## src/rtl/hazard_scoreboard.sv

```systemverilog
// Registered scoreboard of in-flight GRF writes: resolves D-stage forwarding and
// stall from the youngest matching producer slot, and owns the mult/div busy counter.
module hazard_scoreboard #(
    parameter int unsigned AW      = 5,
    parameter int unsigned DW      = 32,
    parameter int unsigned NSTAGE  = 3,
    parameter int unsigned TW      = 3,
    parameter int unsigned MUL_CYC = 5,
    parameter int unsigned DIV_CYC = 10
) (
    input  logic               clk,
    input  logic               reset,
    input  logic [AW-1:0]      d_rs,
    input  logic [AW-1:0]      d_rt,
    input  logic [TW-1:0]      d_tuse_rs,
    input  logic [TW-1:0]      d_tuse_rt,
    input  logic               d_we,
    input  logic [AW-1:0]      d_a3,
    input  logic [TW-1:0]      d_tnew,
    input  logic               d_md,
    input  logic [DW-1:0]      d_rdata1,
    input  logic [DW-1:0]      d_rdata2,
    input  logic [NSTAGE*DW-1:0] slot_data,
    input  logic               md_start,
    input  logic               md_is_div,
    input  logic               flush,
    output logic [DW-1:0]      fwd_rs,
    output logic [DW-1:0]      fwd_rt,
    output logic [1:0]         rs_src,
    output logic [1:0]         rt_src,
    output logic               stall,
    output logic               md_busy
);

    localparam int unsigned MD_MAX = (MUL_CYC > DIV_CYC) ? MUL_CYC : DIV_CYC;
    localparam int unsigned CW     = $clog2(MD_MAX + 1);

    typedef struct packed {
        logic [DW-1:0] fwd;
        logic [1:0]    src;
        logic          stall;
    } lookup_t;

    logic          valid_q [NSTAGE];
    logic          valid_d [NSTAGE];
    logic [AW-1:0] a3_q    [NSTAGE];
    logic [AW-1:0] a3_d    [NSTAGE];
    logic [TW-1:0] tnew_q  [NSTAGE];
    logic [TW-1:0] tnew_d  [NSTAGE];
    logic [CW-1:0] md_cnt_q, md_cnt_d;

    lookup_t rs_lk, rt_lk;

    // Scan from slot 0 upward and keep only the first hit, so the youngest producer wins.
    function automatic lookup_t lookup(input logic [AW-1:0] idx,
                                       input logic [TW-1:0] tuse,
                                       input logic [DW-1:0] rdata);
        lookup_t       r;
        logic          found;
        logic [TW-1:0] t_sel;
        logic [DW-1:0] data_sel;
        logic [1:0]    src_sel;
        found    = 1'b0;
        t_sel    = '0;
        data_sel = '0;
        src_sel  = '0;
        for (int unsigned i = 0; i < NSTAGE; i++) begin
            if (!found && valid_q[i] && a3_q[i] == idx) begin
                found    = 1'b1;
                t_sel    = tnew_q[i];
                data_sel = slot_data[i*DW +: DW];
                src_sel  = (i + 1 >= 3) ? 2'd3 : 2'(i + 1);
            end
        end
        r.fwd   = rdata;
        r.src   = '0;
        r.stall = 1'b0;
        if (idx == '0) begin
            r.fwd = '0;
        end else if (found) begin
            if (t_sel == '0) begin
                r.fwd = data_sel;
                r.src = src_sel;
            end else if (t_sel > tuse) begin
                r.stall = 1'b1;
            end
        end
        return r;
    endfunction

    always_comb begin
        rs_lk   = lookup(d_rs, d_tuse_rs, d_rdata1);
        rt_lk   = lookup(d_rt, d_tuse_rt, d_rdata2);
        md_busy = (md_cnt_q != '0);
        stall   = rs_lk.stall | rt_lk.stall | (d_md && (md_start || md_busy));
        fwd_rs  = rs_lk.fwd;
        fwd_rt  = rt_lk.fwd;
        rs_src  = rs_lk.src;
        rt_src  = rt_lk.src;
    end

    always_comb begin
        for (int unsigned i = 0; i < NSTAGE; i++) begin
            valid_d[i] = 1'b0;
            a3_d[i]    = '0;
            tnew_d[i]  = '0;
        end
        md_cnt_d = md_cnt_q;
        if (!flush) begin
            if (!stall) begin
                valid_d[0] = d_we && (d_a3 != '0);
                a3_d[0]    = d_a3;
                tnew_d[0]  = d_tnew;
            end
            for (int unsigned i = 1; i < NSTAGE; i++) begin
                valid_d[i] = valid_q[i-1];
                a3_d[i]    = a3_q[i-1];
                tnew_d[i]  = (tnew_q[i-1] == '0) ? '0 : tnew_q[i-1] - 1'b1;
            end
            if (md_cnt_q != '0) begin
                md_cnt_d = md_cnt_q - 1'b1;
            end else if (md_start) begin
                md_cnt_d = md_is_div ? CW'(DIV_CYC) : CW'(MUL_CYC);
            end
        end else begin
            md_cnt_d = '0;
        end
    end

    always_ff @(posedge clk or negedge reset) begin
        if (!reset) begin
            for (int unsigned i = 0; i < NSTAGE; i++) begin
                valid_q[i] <= 1'b0;
                a3_q[i]    <= '0;
                tnew_q[i]  <= '0;
            end
            md_cnt_q <= '0;
        end else begin
            for (int unsigned i = 0; i < NSTAGE; i++) begin
                valid_q[i] <= valid_d[i];
                a3_q[i]    <= a3_d[i];
                tnew_q[i]  <= tnew_d[i];
            end
            md_cnt_q <= md_cnt_d;
        end
    end

endmodule

```

## config.mk

```make
export PLATFORM = sky130hd
export DESIGN_NAME = hazard_scoreboard
export DESIGN_NICKNAME = d
export VERILOG_FILES = /design/src/rtl/hazard_scoreboard.sv
export SDC_FILE = /design/constraint.sdc
export NUM_CORES = 1
export LEC_CHECK = 0
export CORE_MARGIN = 2
export CORE_UTILIZATION = 42
export DETAILED_ROUTE_END_ITERATION = 16
export GPL_TIMING_DRIVEN = 0
export PLACE_DENSITY = 0.95
export SYNTH_ARGS = -nofsm -noshare
export SYNTH_HDL_FRONTEND = slang
export SYNTH_SLANG_ARGS = --single-unit
```

## constraint.sdc

```tcl
create_clock -name clk -period 5.7 [get_ports clk]
set_input_delay 1.14 -clock clk [delete_from_list [all_inputs] [get_ports clk]]
set_output_delay 1.14 -clock clk [all_outputs]
set_load 0.05 [all_outputs]
```

After elaboration in Yosys (flattened, before gate mapping)

Cells that the tools add are included.

$add $sub $neg: 3
$lt $le $gt $ge: 2
Eq/ne operators: 6
Mux-type cells: 48
Bitwise operators: 2
Reductions and logical operators: 26

Operator list:

| cell                  | count |
|---|---|
| $mux W32              | 8 |
| $mux W35              | 2 |
| $mux W34              | 2 |
| $mux W3               | 12 |
| $eq A5 B5 Y1          | 6 |
| $mux W4               | 4 |
| $mux W15              | 1 |
| $mux W1               | 13 |
| $logic_and A1 B1 Y1   | 12 |
| $logic_not A3 Y1      | 4 |
| $logic_not A5 Y1      | 2 |
| $mux W9               | 1 |
| $mux W2               | 4 |
| $gt A3 B3 Y1          | 2 |
| $sub A3 B1 Y3 const B | 2 |
| $mux W5               | 1 |
| $reduce_bool A5 Y1    | 1 |
| $logic_not A1 Y1      | 4 |
| $reduce_bool A4 Y1    | 1 |
| $sub A4 B1 Y4 const B | 1 |
| $reduce_bool A3 Y1    | 1 |
| $or A1 B1 Y1          | 2 |
| $logic_or A1 B1 Y1    | 1 |

Bits in registers: 31
Input bits: 191
Output and inout bits: 70
Logic and storage cells: 97

Longest topological paths before layout

Gate-level depths: netlist (run 1).

Depth in word-level cells: 20
Gate-level depth with buffers: 14
Depth with buffers taken out: 13

Worst setup path before layout (run 1)

No wires, ideal clock.

Path type: input to output
From: input d_rt[4]
To: output fwd_rt[22]
Arrival: 3886 ps
Required time: 4560 ps
Setup slack: 674 ps
Cell stages on the path: 10
Path buffers: 3
Path through: xor2_1 -> nor4_4 -> and2_1 -> buf_6 -> o311a_1 -> o221a_1 -> buf_6 -> buf_6 -> o2111ai_1 -> a21boi_0

Word-level cells in the longest chain between the ends: 15
Elaborated cells between the ends (all ways): 24
Classes of those cells: eq/ne (3); mux (12); reduce/logical (9)

Ends and longest elaborated chain:

| what                              | RTL line | RTL |
|---|---|---|
| start, declared                   | 14       | `input logic [AW-1:0] d_rt,` |
| $eq A5 B5 Y1                      | 68       | `if (!found && valid_q[i] && a3_q[i] == idx) begin` |
| $logic_and A1 B1 Y1               | 68       |  |
| $mux W1                           | 68       |  |
| $logic_not A1 Y1                  | 68       |  |
| $logic_and A1 B1 Y1 (2 in series) | 68       |  |
| $mux W1                           | 68       |  |
| $logic_not A1 Y1                  | 68       |  |
| $logic_and A1 B1 Y1 (2 in series) | 68       |  |
| $mux W3                           | 68       |  |
| $logic_not A3 Y1                  | 81       | `if (t_sel == '0) begin` |
| $mux W34                          | 81       |  |
| $mux W35                          | 80       | `end else if (found) begin` |
| $mux W32 *                        | 78       | `if (idx == '0) begin` |
| end, declared                     | 28       | `output logic [DW-1:0] fwd_rt,` |

Mark *: on every way between the ends. The rest lies on a longest branch, timed or not.

Final worst setup path (run 1)

From: input d_rt[4]
To: output fwd_rt[1]

Same word-level chain as after synthesis.

==> results of run 1 <==
[cell usage in the layout, fill, tap and decap left out, types with 8 or more instances in the layout]
| cell type | netlist | layout |
|---|---|---|
| nor2b_1 | 16 | 16 |
| inv_1 | 13 | 13 |
| o211ai_1 | 35 | 35 |
| o2111ai_1 | 33 | 33 |
| a21boi_0 | 23 | 23 |
| a21boi_1 | 9 | 9 |
| a21oi_1 | 38 | 38 |
| nand2b_1 | 32 | 32 |
| clkbuf_2 | 3 | 20 |
| ha_1 | 12 | 12 |
| xor2_1 | 9 | 9 |
| clkbuf_1 | 46 | 42 |
| o21ai_0 | 36 | 36 |
| dfrtp_1 | 31 | 31 |
| nand3_1 | 70 | 70 |
| nor3b_1 | 10 | 10 |
| dlymetal6s2s_1 | 0 | 9 |
| dlygate4sd2_1 | 0 | 36 |
| clkdlybuf4s15_1 | 0 | 8 |
| nand2_1 | 47 | 47 |
| nor3_1 | 15 | 13 |
| xnor2_1 | 22 | 22 |
| a221o_1 | 32 | 32 |
| clkdlybuf4s50_1 | 0 | 191 |
| nor2_1 | 17 | 15 |
[final timing paths]
path	from	end	cells after the start
max in group asynchronous	reset	a3_q[4]	1
min in group asynchronous	reset	tnew_q[8]	1
min	md_cnt_q[0]	md_cnt_q[0]	1
max	d_rt[4]	fwd_rt[1]	11
max reg2reg	a3_q[9]	a3_q[11]	12
min reg2reg	md_cnt_q[0]	md_cnt_q[0]	1
[timing repair]
action | 4_1_cts | 5_1_grt
pin swaps | 1 | 0
endpoints found under the hold margin | 0 | 0
resized for setup | 66 | 65
setup buffers | 1 | 1
endpoints found under the setup margin | 56 | 65
[sequential cells by signal, summed over array words and instances (netlist names)]
signal and count:
tnew_q 9, a3_q 15, md_cnt_q 4, valid_q 3
[cell type report]
class                           instances  area [um2]
Multi-Input combinational cell        499        3363
Fill cell                             835        2980
Timing Repair Buffer                  262        2534
Sequential cell                        31       775.7
Buffer                                 62       287.8
Tap cell                              136       170.2
Clock buffer                            6       82.58
Inverter                               13       48.80
Clock inverter                          2       35.03
[critical path: cells and delay by family]
kind                      cells  cell delay (ps)
xor gates and xnor gates      1              170
AOI/OAI and AO/OA             2              480
and+or+nand+nor               3              570
buffers and inverters         5             2070
[power breakdown]
group          internal, W  leakage, nW  total (W)  switching [W]
Sequential        0.000243        0.419   0.000269      0.0000260
Combinational     0.000233         2.50   0.000524       0.000291
Clock             0.000141       0.0612   0.000221      0.0000800
[synthesized netlist by cell type, types with 3 or more instances]
library cell / number
a211oi_1: 4
a21boi_0: 23
a21boi_1: 9
a21oi_1: 38
a221o_1: 32
a31oi_1: 4
buf_1: 3
buf_2: 4
buf_6: 5
clkbuf_1: 46
clkbuf_2: 3
dfrtp_1: 31
ha_1: 12
inv_1: 13
nand2_1: 47
nand2b_1: 32
nand3_1: 70
nand4_1: 6
nor2_1: 17
nor2b_1: 16
nor3_1: 15
nor3b_1: 10
o2111ai_1: 33
o211ai_1: 35
o21ai_0: 36
or3_1: 4
xnor2_1: 22
xor2_1: 9
[stage by stage]
step | util, % | total power (W) | setup WS, ps
floorplan | - | 0.0005477 | 673.8
global placement | 70.01 | 0.0007979 | -439.4
detailed placement | 70.01 | 0.0008064 | -567.5
CTS | 70.88 | 0.001016 | 8.650
global route | 71.00 | 0.001065 | -11.73
finish | 71.00 | 0.001015 | 140.4
[routing by layer]
metal / routed length (um) / share of wire [%] / vias to the layer above
li1: - / - / 2850
met1: 7761 / 39 / 2851
met2: 9521 / 48 / 412
met3: 1787 / 8.9 / 70
met4: 898 / 4.5 / 0
met5: 0 / 0 / -
[cells by family after synthesis]
| logic type | Yosys count | synth area share [%] |
|---|---|---|
| mux | 1 | 0.2263 |
| simple gates | 229 | 27.61 |
| compound gates | 226 | 37.60 |
| xor+xnor | 31 | 6.139 |
| buf+inv | 75 | 7.497 |
| flops | 31 | 17.54 |
| fa+ha+maj | 12 | 3.395 |
==> metrics, run 1 <==
WHS=537.7 ps; Synth Flop Type=dfrtp_1; Distinct cells, synth=50; antenna-violating nets left=0; sequential fraction of the synthesis area=~18%; CTS Hold Bufs=0; CP Max Fanout=10; most used cell, CP=clkbuf_1; H-Tree Level Count=2; Finished Layout Cells=1011; CTS tree=yes; Syn. warnings=0; R2R Setup Slk=2600 ps; clock tree sinks=31; number of flops mapped to enable cells by yosys=0; DP HPWL=roughly 16000 um; layout net count=between 1000 and 1500; Tightest Pin Transition=between 700 and 800 ps; Placed Instances=approximately 1000; initial core utilization=a little over two fifths; first-pass GRT wire length=around 31000 um; Buffers on Ports=between 200 and 300; post-route DRC violation count=0; share of layout cells above drive strength 1=6.400%; Setup crit start kind=input port; fin. max-slew vios=0; post-synthesis async set-or-reset flop share=100.0%; Synth area leaders=dfrtp_1, nand3_1, a221o_1; Rows=37; Synth Cell Area=4423 um2; GP Congestion=between 0.9 and 1; cell-by-cell trace of the critical path=clkdlybuf4s50_1 > xnor2_1 > and3_1 > and4_1 > clkbuf_1 > or3_1 > buf_4 > clkbuf_1 > o2111ai_1 > a21boi_1 > clkdlybuf4s15_1; post-placement cell area=~7200 um2; HP Class=reg2reg; final hold violations=0; Critical Path Max Stage Delay=~580 ps; Vias=roughly 6000; Final Setup Violations=0; Critical Setup Path Class=in2out; Top Ports=261; Synth Instances=around 610; Clock transition at path regs=approximately 60 ps; initial antenna violation count=0; vias in the first global route=a little under 6000; remaining global-route overflow=0; Design Area, Final=approximately 7300 um2; Leakage=2.982 nW; crit share post-route=97.54%; met2 Use GR=roughly 57%; Synth Register Bits=31; fin crit period=about 5600 ps; Synth top area share=about 18%; Die Y=~110 um; TritonRoute pass-1 iters=7; slowest cell on the critical path=clkdlybuf4s50_1; Rel. slew slack=between 40 and 50%; grt peak-use layer=met2; Total Routing Usage GR=33.80%; Max Clock Freq=roughly 180 MHz; status=completed; latest clock arrival within the worst-skew pair=about 280 ps; skew final=roughly 1.4 ps; die width=about 110 um; M3 GR Usage=about 5.2%; # Max-Cap Violations=0; DRT iter0 DRCs=about 630; ant diodes=0; Yosys top cell by area=dfrtp_1; routed length per instance=19.75 um; Synth Area per Inst=approximately 7.3 um2; setup TNS=0 ps; Area Growth Syn to Fin=64.98%; met1 Use GR=around 43%; largest net degree at the start of global routing=32; Num CTS Buffers=5; CP Capture Type=primary output; Crit path required time=~4600 ps; Arr. time, crit path=roughly 4400 ps; Via density=slightly above 6; Total Wirelength=about 20000 um; Power Dens Cells=roughly 140 nW/um2; DIE AREA=about 11000 um2; root buffer cell=clkbuf_8; clk buf depth=2; Max IR drop VDD=260.4 uV; core area=10280 um2; Synth Net Count=808
(Power assumes the default switching activity.)
==> run 2, diff against run 1 <==
--- a/config.mk
+++ b/config.mk
@@ -5,7 +5,6 @@
 export SDC_FILE = /design/constraint.sdc
 export NUM_CORES = 1
 export LEC_CHECK = 0
-export CORE_MARGIN = 2
 export CORE_UTILIZATION = 42
 export DETAILED_ROUTE_END_ITERATION = 16
 export GPL_TIMING_DRIVEN = 0
==> run 2 against run 1 <==
Compared with the run above:
- die area shrank 3.7%
- clock-buffer cell count is the same
- flip-flop and latch count is the same
- setup slack lost 9.4 ps
- critical path depth grew 2
- combinational power is essentially flat
- clock power grew 14%
- clock skew grew 5.2 ps
- non-clock buffer count shrank 1
- maximum frequency shrank 0.17%
==> metrics, run 2 (synthesis results as in run 1) <==
Finished Layout Cells=1011 (unchanged); ant diodes=0 (unchanged); RSZ-0062 raised after global routing=yes; Placed Instances=1001 (unchanged); Num CTS Buffers=5 (unchanged); Leakage=2.950 nW (was 2.982 nW); Total Wirelength=20200 um (was 19970 um); layout net count=1077 (unchanged); DRT iter0 DRCs=575 (was 634); area of the multi-input gates=3391 um2 (was 3363 um2); Critical Setup Path Class=in2out (unchanged); Buf+Inv Stages, Crit Path=3 (was 5); Vias=6200 (was 6183); hold path cells=1 (unchanged); Total Routing Usage GR=35.10% (was 33.80%); Critical R2R Capture=tnew_q[8] (was a3_q[11]); slowest cell on the critical path=clkdlybuf4s50_1 (unchanged); cell-by-cell trace of the critical path=clkdlybuf4s50_1 > xor2_1 > nor4_4 > and2_1 > buf_6 > o311a_1 > nor2_1 > ha_1 > nor2b_1 > o21a_1 > o2111ai_1 > o211ai_4 > clkbuf_4 (was clkdlybuf4s50_1 > xnor2_1 > and3_1 > and4_1 > clkbuf_1 > or3_1 > buf_4 > clkbuf_1 > o2111ai_1 > a21boi_1 > clkdlybuf4s15_1); Critical Path Max Stage Delay=500 ps (was 580 ps); Worst Hold End=md_cnt_q[0] (unchanged); latest clock arrival within the worst-skew pair=280 ps (about the same); Power Dens Cells=144.2 nW/um2 (was 139.1 nW/um2); fin crit period=5569 ps (was 5560 ps); clock tree sinks=31 (unchanged); post-placement cell area=7196 um2 (unchanged); Final Setup Violations=0 (unchanged); post-route DRC violation count=0 (unchanged); clk buf depth=2 (unchanged); routed length per instance=19.98 um (was 19.75 um); CP Capture Type=primary output (unchanged); number of flip-flops in the largest register=15 (unchanged); Max Clock Freq=179.6 MHz (was 179.9 MHz); root buffer cell=clkbuf_8 (unchanged); R2R Setup Slk=2490 ps (was 2600 ps); HP Class=reg2reg (unchanged); Buffers on Ports=260 (unchanged); Reg with most FFs=a3_q (unchanged); first-pass GRT wire length=31080 um (was 31020 um); R2R cell count=12 (unchanged); H-Tree Level Count=2 (unchanged); TritonRoute pass-1 iters=7 (unchanged); Die Y=104.6 um (was 106.6 um); Top Ports=261 (unchanged); initial antenna violation count=0 (unchanged); Crit path required time=4560 ps (about the same); fillers=892 (was 835); fin. max-slew vios=0 (unchanged); antenna-violating nets left=0 (unchanged); most common cell after layout, fill and taps aside=clkdlybuf4s50_1 (unchanged); Hold Path Origin=md_cnt_q[0] (unchanged); Arr. time, crit path=4430 ps (was 4420 ps); Clock transition at path regs=60 ps (about the same); share of layout cells above drive strength 1=8.571% (was 6.400%); DIE AREA=10950 um2 (was 11370 um2); status=completed (unchanged); Largest regs=a3_q (15), tnew_q (9), md_cnt_q (4) (unchanged); initial core utilization=43.04% (unchanged); Design Area, Final=7237 um2 (was 7297 um2); vias in the first global route=6021 (was 5876); final hold violations=0 (unchanged); Rows=37 (unchanged); CTS tree=yes (unchanged); core area=10280 um2 (unchanged); setup TNS=0 ps (unchanged); reg-to-reg startpoint=a3_q[9] (unchanged); most frequent cells in the layout=clkdlybuf4s50_1, nand3_1, nand2_1, clkbuf_1, clkbuf_2 (was clkdlybuf4s50_1, nand3_1, nand2_1, clkbuf_1, a21oi_1); Tightest Pin Transition=947.3 ps (was 789.0 ps); remaining global-route overflow=0 (unchanged); Via density=6.133 (was 6.116); FF+latch area=775.7 um2 (unchanged); # Max-Cap Violations=0 (unchanged); post-route setup slack=131.1 ps (was 140.4 ps); largest net degree at the start of global routing=32 (unchanged); DP HPWL=15250 um (was 15630 um); crit share post-route=97.70% (was 97.54%); Place WS=-589.6 ps (was -567.5 ps); Max IR drop VDD=398.3 uV (was 260.4 uV); Setup crit start kind=input port (unchanged); die width=104.6 um (was 106.6 um); Rel. slew slack=36.61% (was 47.21%); GP Congestion=0.9570 (was 0.9955); CP Max Fanout=10 (unchanged); skew final=6.613 ps (was 1.387 ps); Area Growth Syn to Fin=63.62% (was 64.98%); delay-heaviest family, CP=buffers and inverters (unchanged)
==> run 2: cell type report <==
class | instances | area share (%)
clock inverter | 2 | 0.8299
inverter | 13 | 0.6743
buffer | 62 | 3.994
sequential | 31 | 10.72
clock buffer | 6 | 1.003
tap | 136 | 2.351
timing repair buffer | 261 | 33.58
multi-input combinational | 500 | 46.85
==> run 2: repair_timing <==
item / 4_1_cts / 5_1_grt
resized for setup: 71 / 101
pin swaps: 0 / 2
setup endpoints to repair: 61 / 48
buffers inserted: 0 / 1
hold buffers: 0 / 0
cloned: 0 / 1
==> run 2: worst max path at each step <==
| stage | start | endpoint | slack [ps] | cells past startpoint |
|---|---|---|---|---|
| 6_report | d_rt[4] | stall | 130 | 13 |
| 4_1_cts | d_rt[2] | fwd_rt[24] | 0.3 | 11 |
| 3_5_place_dp | d_rs[3] | fwd_rs[31] | -590 | 10 |
| 5_1_grt | d_rs[3] | fwd_rs[31] | -30 | 10 |
| 3_3_place_gp | d_rs[3] | fwd_rs[31] | -490 | 10 |
| 2_1_floorplan | d_rt[4] | fwd_rt[22] | 670 | 10 |
==> run 2: worst reg2reg max path: cells and delay by family (launching register included) <==
kind / cells / cell delay, ps
flops: 1 / 420
buf+inv: 1 / 150
xor+xnor: 1 / 210
fa+ha+maj: 1 / 310
compound gates: 4 / 880
simple gates: 5 / 1150
==> run 2: power breakdown <==
group | switching [W] | leakage (nW) | internal [W]
combinational | 0.000292 | 2.47 | 0.000229
sequential | 0.0000273 | 0.419 | 0.000244
clock | 0.0000767 | 0.0654 | 0.000175
==> run 2: layer usage <==
metal  track usage [%]  part of all wire, %  up-vias  routed length (um)
li1                  -                    -     2859                   -
met1             44.15                   40     2880                8121
met2             59.51                   47      384                9456
met3             6.114                  9.2       77                1850
met4             13.68                  3.8        0                 774
met5                 0                    0        -                   0
==> run 2: stage by stage <==
stage | util (%) | hold slack, ps | power, W
after global placement | 70.01 | 508.7 | 0.0007980
after global routing | 70.42 | 562.9 | 0.001093
after floorplan | - | 473.0 | 0.0005477
after CTS | 70.77 | 519.9 | 0.001043
final | 70.42 | 521.5 | 0.001044
after detailed placement | 70.01 | 511.4 | 0.0008102
==> variant 1 (flow settings as in run 2) <==
The parameter `MUL_CYC` goes from 5 to 4.
--- a/src/rtl/hazard_scoreboard.sv
+++ b/src/rtl/hazard_scoreboard.sv
@@ -7,3 +7,3 @@
     parameter int unsigned TW      = 3,
-    parameter int unsigned MUL_CYC = 5,
+    parameter int unsigned MUL_CYC = 4,
     parameter int unsigned DIV_CYC = 10
Formal check against the unedited RTL: not equivalent (Yosys sat finds a counterexample within 10 cycles, from zero or initial values and one cycle with reset low).
==> variant 1 against run 2 <==
  * Cell count up 0.20%
  * Worst setup slack lost 36 ps
  * Area after synthesis shrank 0.25%
  * Die area down 0.25%
  * Critical endpoint is now fwd_rt[8]
  * Power decreased by 7.1%
  * Wire length is 1.7% higher
  * Register-to-register slack worse by 70 ps
  * Sequential cell count unchanged
  * Design area fell by 0.73%
  * Global-route usage up 1.4 points
  * Non-clock buffer count is the same
==> variant 1: results (changes against run 2) <==
| Metric | Value |
|---|---|
| N_diodes | `2 (was 0)` |
| Top post-synthesis cells by area | `dfrtp_1, nand3_1, a221o_1, o2111ai_1, o211ai_1 (unchanged)` |
| Clkbuf count | `7 (was 6)` |
| Status | `complete, no violations (unchanged)` |
| Clk_skew | `2.94 ps (was 6.61 ps)` |
| Initial DRT Pass Iterations | `9 (was 7)` |
| Top cells by count, synth | `nand3_1, clkbuf_1, nand2_1 (was nand3_1, nand2_1, clkbuf_1)` |
| Grt met3 use | `0.0827 (was 0.0611)` |
| R2R setup slack | `2420 ps (was 2490 ps)` |
| Min Hold Slack | `539 ps (was 522 ps)` |
| GR Layer Usage met1 | `0.446 (was 0.441)` |
| Worst-Margin Slew | `864 ps (was 947 ps)` |
| Initial antenna violation count | `2 (was 0)` |
| Met2 Use GR | `0.606 (was 0.595)` |
| CP arrival | `4470 ps (was 4430 ps)` |
| GRT Resource Usage Total | `0.365 (was 0.351)` |
| Post-Synth XOR/XNOR Area | `0.0615 (was 0.0614)` |
| Mux cell area share after synthesis | `0 (was 0.00226)` |
| Peak VDD IR | `0.329 mV (was 0.398 mV)` |
| First-pass GRT wire length | `31800 µm (was 31100 µm)` |
| Pre-CTS WS | `-580 ps (was -590 ps)` |
| Fraction of final layout cells sized beyond drive strength 1 | `0.0949 (was 0.0857)` |
| Filler cells | `874 (was 892)` |
| Seq/total area | `0.108 (was 0.107)` |
| Clk sink count | `31 (unchanged)` |
| Vias in the first global route | `6045 (was 6021)` |
| WL final | `20500 µm (was 20200 µm)` |
| Fin worst setup slack | `94.7 ps (was 131 ps)` |
| Met2 wire length | `9730 µm (was 9460 µm)` |
| Pint | `0.566 mW (was 0.647 mW)` |
| Adder-Cell Fraction of Synth Area | `0.0340 (was 0.0339)` |
| Post-synthesis compound-gate area fraction | `0.379 (was 0.376)` |
| Met3 routed WL | `1850 µm (about the same)` |
| DP Wirelength | `15800 µm (was 15300 µm)` |
| Register area share after synthesis | `0.176 (was 0.175)` |
| Cell Count, Final, Fillers Out | `1013 (was 1011)` |
| Vias per cell | `6.16 (was 6.13)` |
| Top FF cell, synth | `dfrtp_1 (unchanged)` |
| Syn_area_per_cell | `7.29 µm² (was 7.31 µm²)` |
| Fin util | `0.702 (was 0.704)` |
| Placed cell areas | `7180 µm² (was 7200 µm²)` |
| Lkg Pwr | `2.92 nW (was 2.95 nW)` |
| Cell Area, Synth | `4410 µm² (was 4420 µm²)` |
| Layout buffering overhead excluding clock cells | `0.377 (was 0.376)` |
==> variant 1: power groups by stage <==
stage	Sequential, mW	Combinational, mW	Clock, mW
after floorplan	0.266	0.293	0
after global placement	0.272	0.542	0
after detailed placement	0.272	0.551	0
after CTS	0.269	0.536	0.162
after global routing	0.273	0.575	0.174
final	0.270	0.540	0.159
==> variant 1: path summary, 6_finish.rpt <==
check,endpoint,from,cells after the start
setup / recovery,fwd_rt[8],d_rt[1],11
hold / removal,tnew_q[0],tnew_q[3],1
setup reg to reg,tnew_q[7],a3_q[7],10
hold reg to reg,tnew_q[0],tnew_q[3],1
max in group asynchronous,a3_q[12],reset,1
min in group asynchronous,md_cnt_q[0],reset,1
==> variant 1: timing repair <==
action                     CTS  global route
buffers inserted             0             1
resized for setup           88           111
setup endpoints to repair   64            63
pin swaps                    0             4
cloned                       1             0
==> variant 2 (settings of run 2) <==
Without the edit above. Reset style: synchronous (`reset`), changed in one clocked block.
--- a/src/rtl/hazard_scoreboard.sv
+++ b/src/rtl/hazard_scoreboard.sv
@@ -129,3 +129,3 @@
 
-    always_ff @(posedge clk or negedge reset) begin
+    always_ff @(posedge clk) begin
         if (!reset) begin
Check against the original RTL: differs if reset is asserted again (counterexample within 4 cycles, from zero or initial values and one cycle with reset low); with reset held inactive, the same outputs for 10 cycles.
==> variant 2 against run 2 <==
  * Sequential power is 15% lower
  * Wire length is 3.0% lower
  * Area after synthesis is 4.7% lower
  * Power is 17% lower
  * Sequential cell count stayed put
  * Design area is 1.8% higher
  * First-iteration DRC count is 25% lower
  * Worst setup slack worse by 51 ps
  * Largest cell class unchanged
  * Largest power group unchanged
==> variant 2: results (changes against run 2) <==
| Metric | Value |
|---|---|
| Status | `complete, no violations (unchanged)` |
| Vias in the first global route | `5615 (was 6021)` |
| Register area share after synthesis | `0.147 (was 0.175)` |
| Syn_nets | `830 (was 808)` |
| Worst-Margin Slew | `672 ps (was 947 ps)` |
| Fraction of area in multi-input gates | `0.457 (was 0.469)` |
| WL final | `19600 µm (was 20200 µm)` |
| CTS buffer count | `5 (unchanged)` |
| Cells after Synth | `628 (was 605)` |
| Resized cells post-CTS | `17 (was 71)` |
| Signal buffers | `315 (was 323)` |
| Filler cells | `736 (was 892)` |
| Layout buffering overhead excluding clock cells | `0.413 (was 0.376)` |
| Nets | `1107 (was 1077)` |
| Clock-cell share of area | `0.0153 (was 0.0183)` |
| Vias | `5997 (was 6200)` |
| Cell variety after synth | `44 (was 50)` |
| Fin util | `0.757 (was 0.704)` |
| CP arrival | `4480 ps (was 4430 ps)` |
| Seq/total area | `0.0842 (was 0.107)` |
| GRT Resource Usage Total | `0.338 (was 0.351)` |
| Comb_multi_in | `536 (was 500)` |
| Placed cell areas | `6980 µm² (was 7200 µm²)` |
| Peak VDD IR | `0.225 mV (was 0.398 mV)` |
| Largest net degree at the start of global routing | `12 (was 32)` |
| Top post-synthesis cells by area | `mux2i_1, dfxtp_1, nor2_1, nand2_1, a22oi_1 (was dfrtp_1, nand3_1, a221o_1, o2111ai_1, o211ai_1)` |
| Initial DRT Pass Iterations | `5 (was 7)` |
| Gpl congestion | `0.915 (was 0.957)` |
| Lkg Pwr | `3.12 nW (was 2.95 nW)` |
| Post-CTS setup buffer count | `1 (was 0)` |
| Clk_skew | `6.52 ps (was 6.61 ps)` |
| Top cells by count, synth | `nor2_1, nand2_1, mux2i_1 (was nand3_1, nand2_1, clkbuf_1)` |
| Async S/R FF share, synth | `0 (was 1.00)` |
| Vias per cell | `5.77 (was 6.13)` |
| Placed insts | `1021 (was 1001)` |
| Non-clk invs | `16 (was 13)` |
| Fraction of final layout cells sized beyond drive strength 1 | `0.0640 (was 0.0857)` |
| First-pass GRT wire length | `27500 µm (was 31100 µm)` |
| DP Wirelength | `14800 µm (was 15300 µm)` |
| Top FF cell, synth | `dfxtp_1 (was dfrtp_1)` |
| Synthesis Warnings | `0 (unchanged)` |
| Drt initial violations | `434 (was 575)` |
## variant 2: changes by cell type after synthesis, moves of 32 or more
cell / run 2 / this run
a21oi_1: 38 / 4
a221o_1: 32 / 0
a31oi_1: 4 / 37
a22oi_1: 0 / 32
nand3_1: 70 / 36
o2111ai_1: 33 / 0
nor2_1: 17 / 119
mux2i_1: 1 / 66
## variant 2: critical path: stages
cell and delay, ps:
clkdlybuf4s50_1 590, xnor2_1 160, nand4_1 290, buf_4 240
o211ai_1 200, a31oi_2 180, nor4_4 300, buf_4 200
buf_6 180, mux2i_1 90, nor2_1 80, clkdlybuf4s50_1 810
## variant 2: cell families (layout without fill, tap and decap cells)
logic type      Yosys count  count (layout)  share of synthesized area
compound gates          133             133                      0.210
xor+xnor                 30              30                     0.0641
fa+ha+maj                11              11                     0.0327
buf+inv                  61             339                     0.0668
flops                    31              31                      0.147
mux                      67              67                      0.159
simple gates            295             295                      0.320
## variant 2: path summary, 6_finish.rpt
kind / start / endpoint / slack, ps / depth (start not counted)
setup / recovery: d_rs[2] / fwd_rs[22] / 80 / 12
hold / removal: tnew_q[0][3] / tnew_q[0][6] / 460 / 1
setup reg to reg: a3_q[0][5] / a3_q[0][4] / 2650 / 12
hold reg to reg: tnew_q[0][3] / tnew_q[0][6] / 460 / 1
## variant 2: power breakdown
part	total [mW]	switching [mW]	internal, mW
clock network	0.217	0.0867	0.130
registers	0.231	0.00732	0.223
logic	0.414	0.213	0.201
## variant 2: routing by layer
metal | GRT usage | vias up | wire length, µm
li1 | - | 2794 | -
met1 | 0.380 | 2774 | 7160
met2 | 0.609 | 356 | 9860
met3 | 0.0691 | 73 | 1790
met4 | 0.158 | 0 | 794
met5 | 0 | - | 0
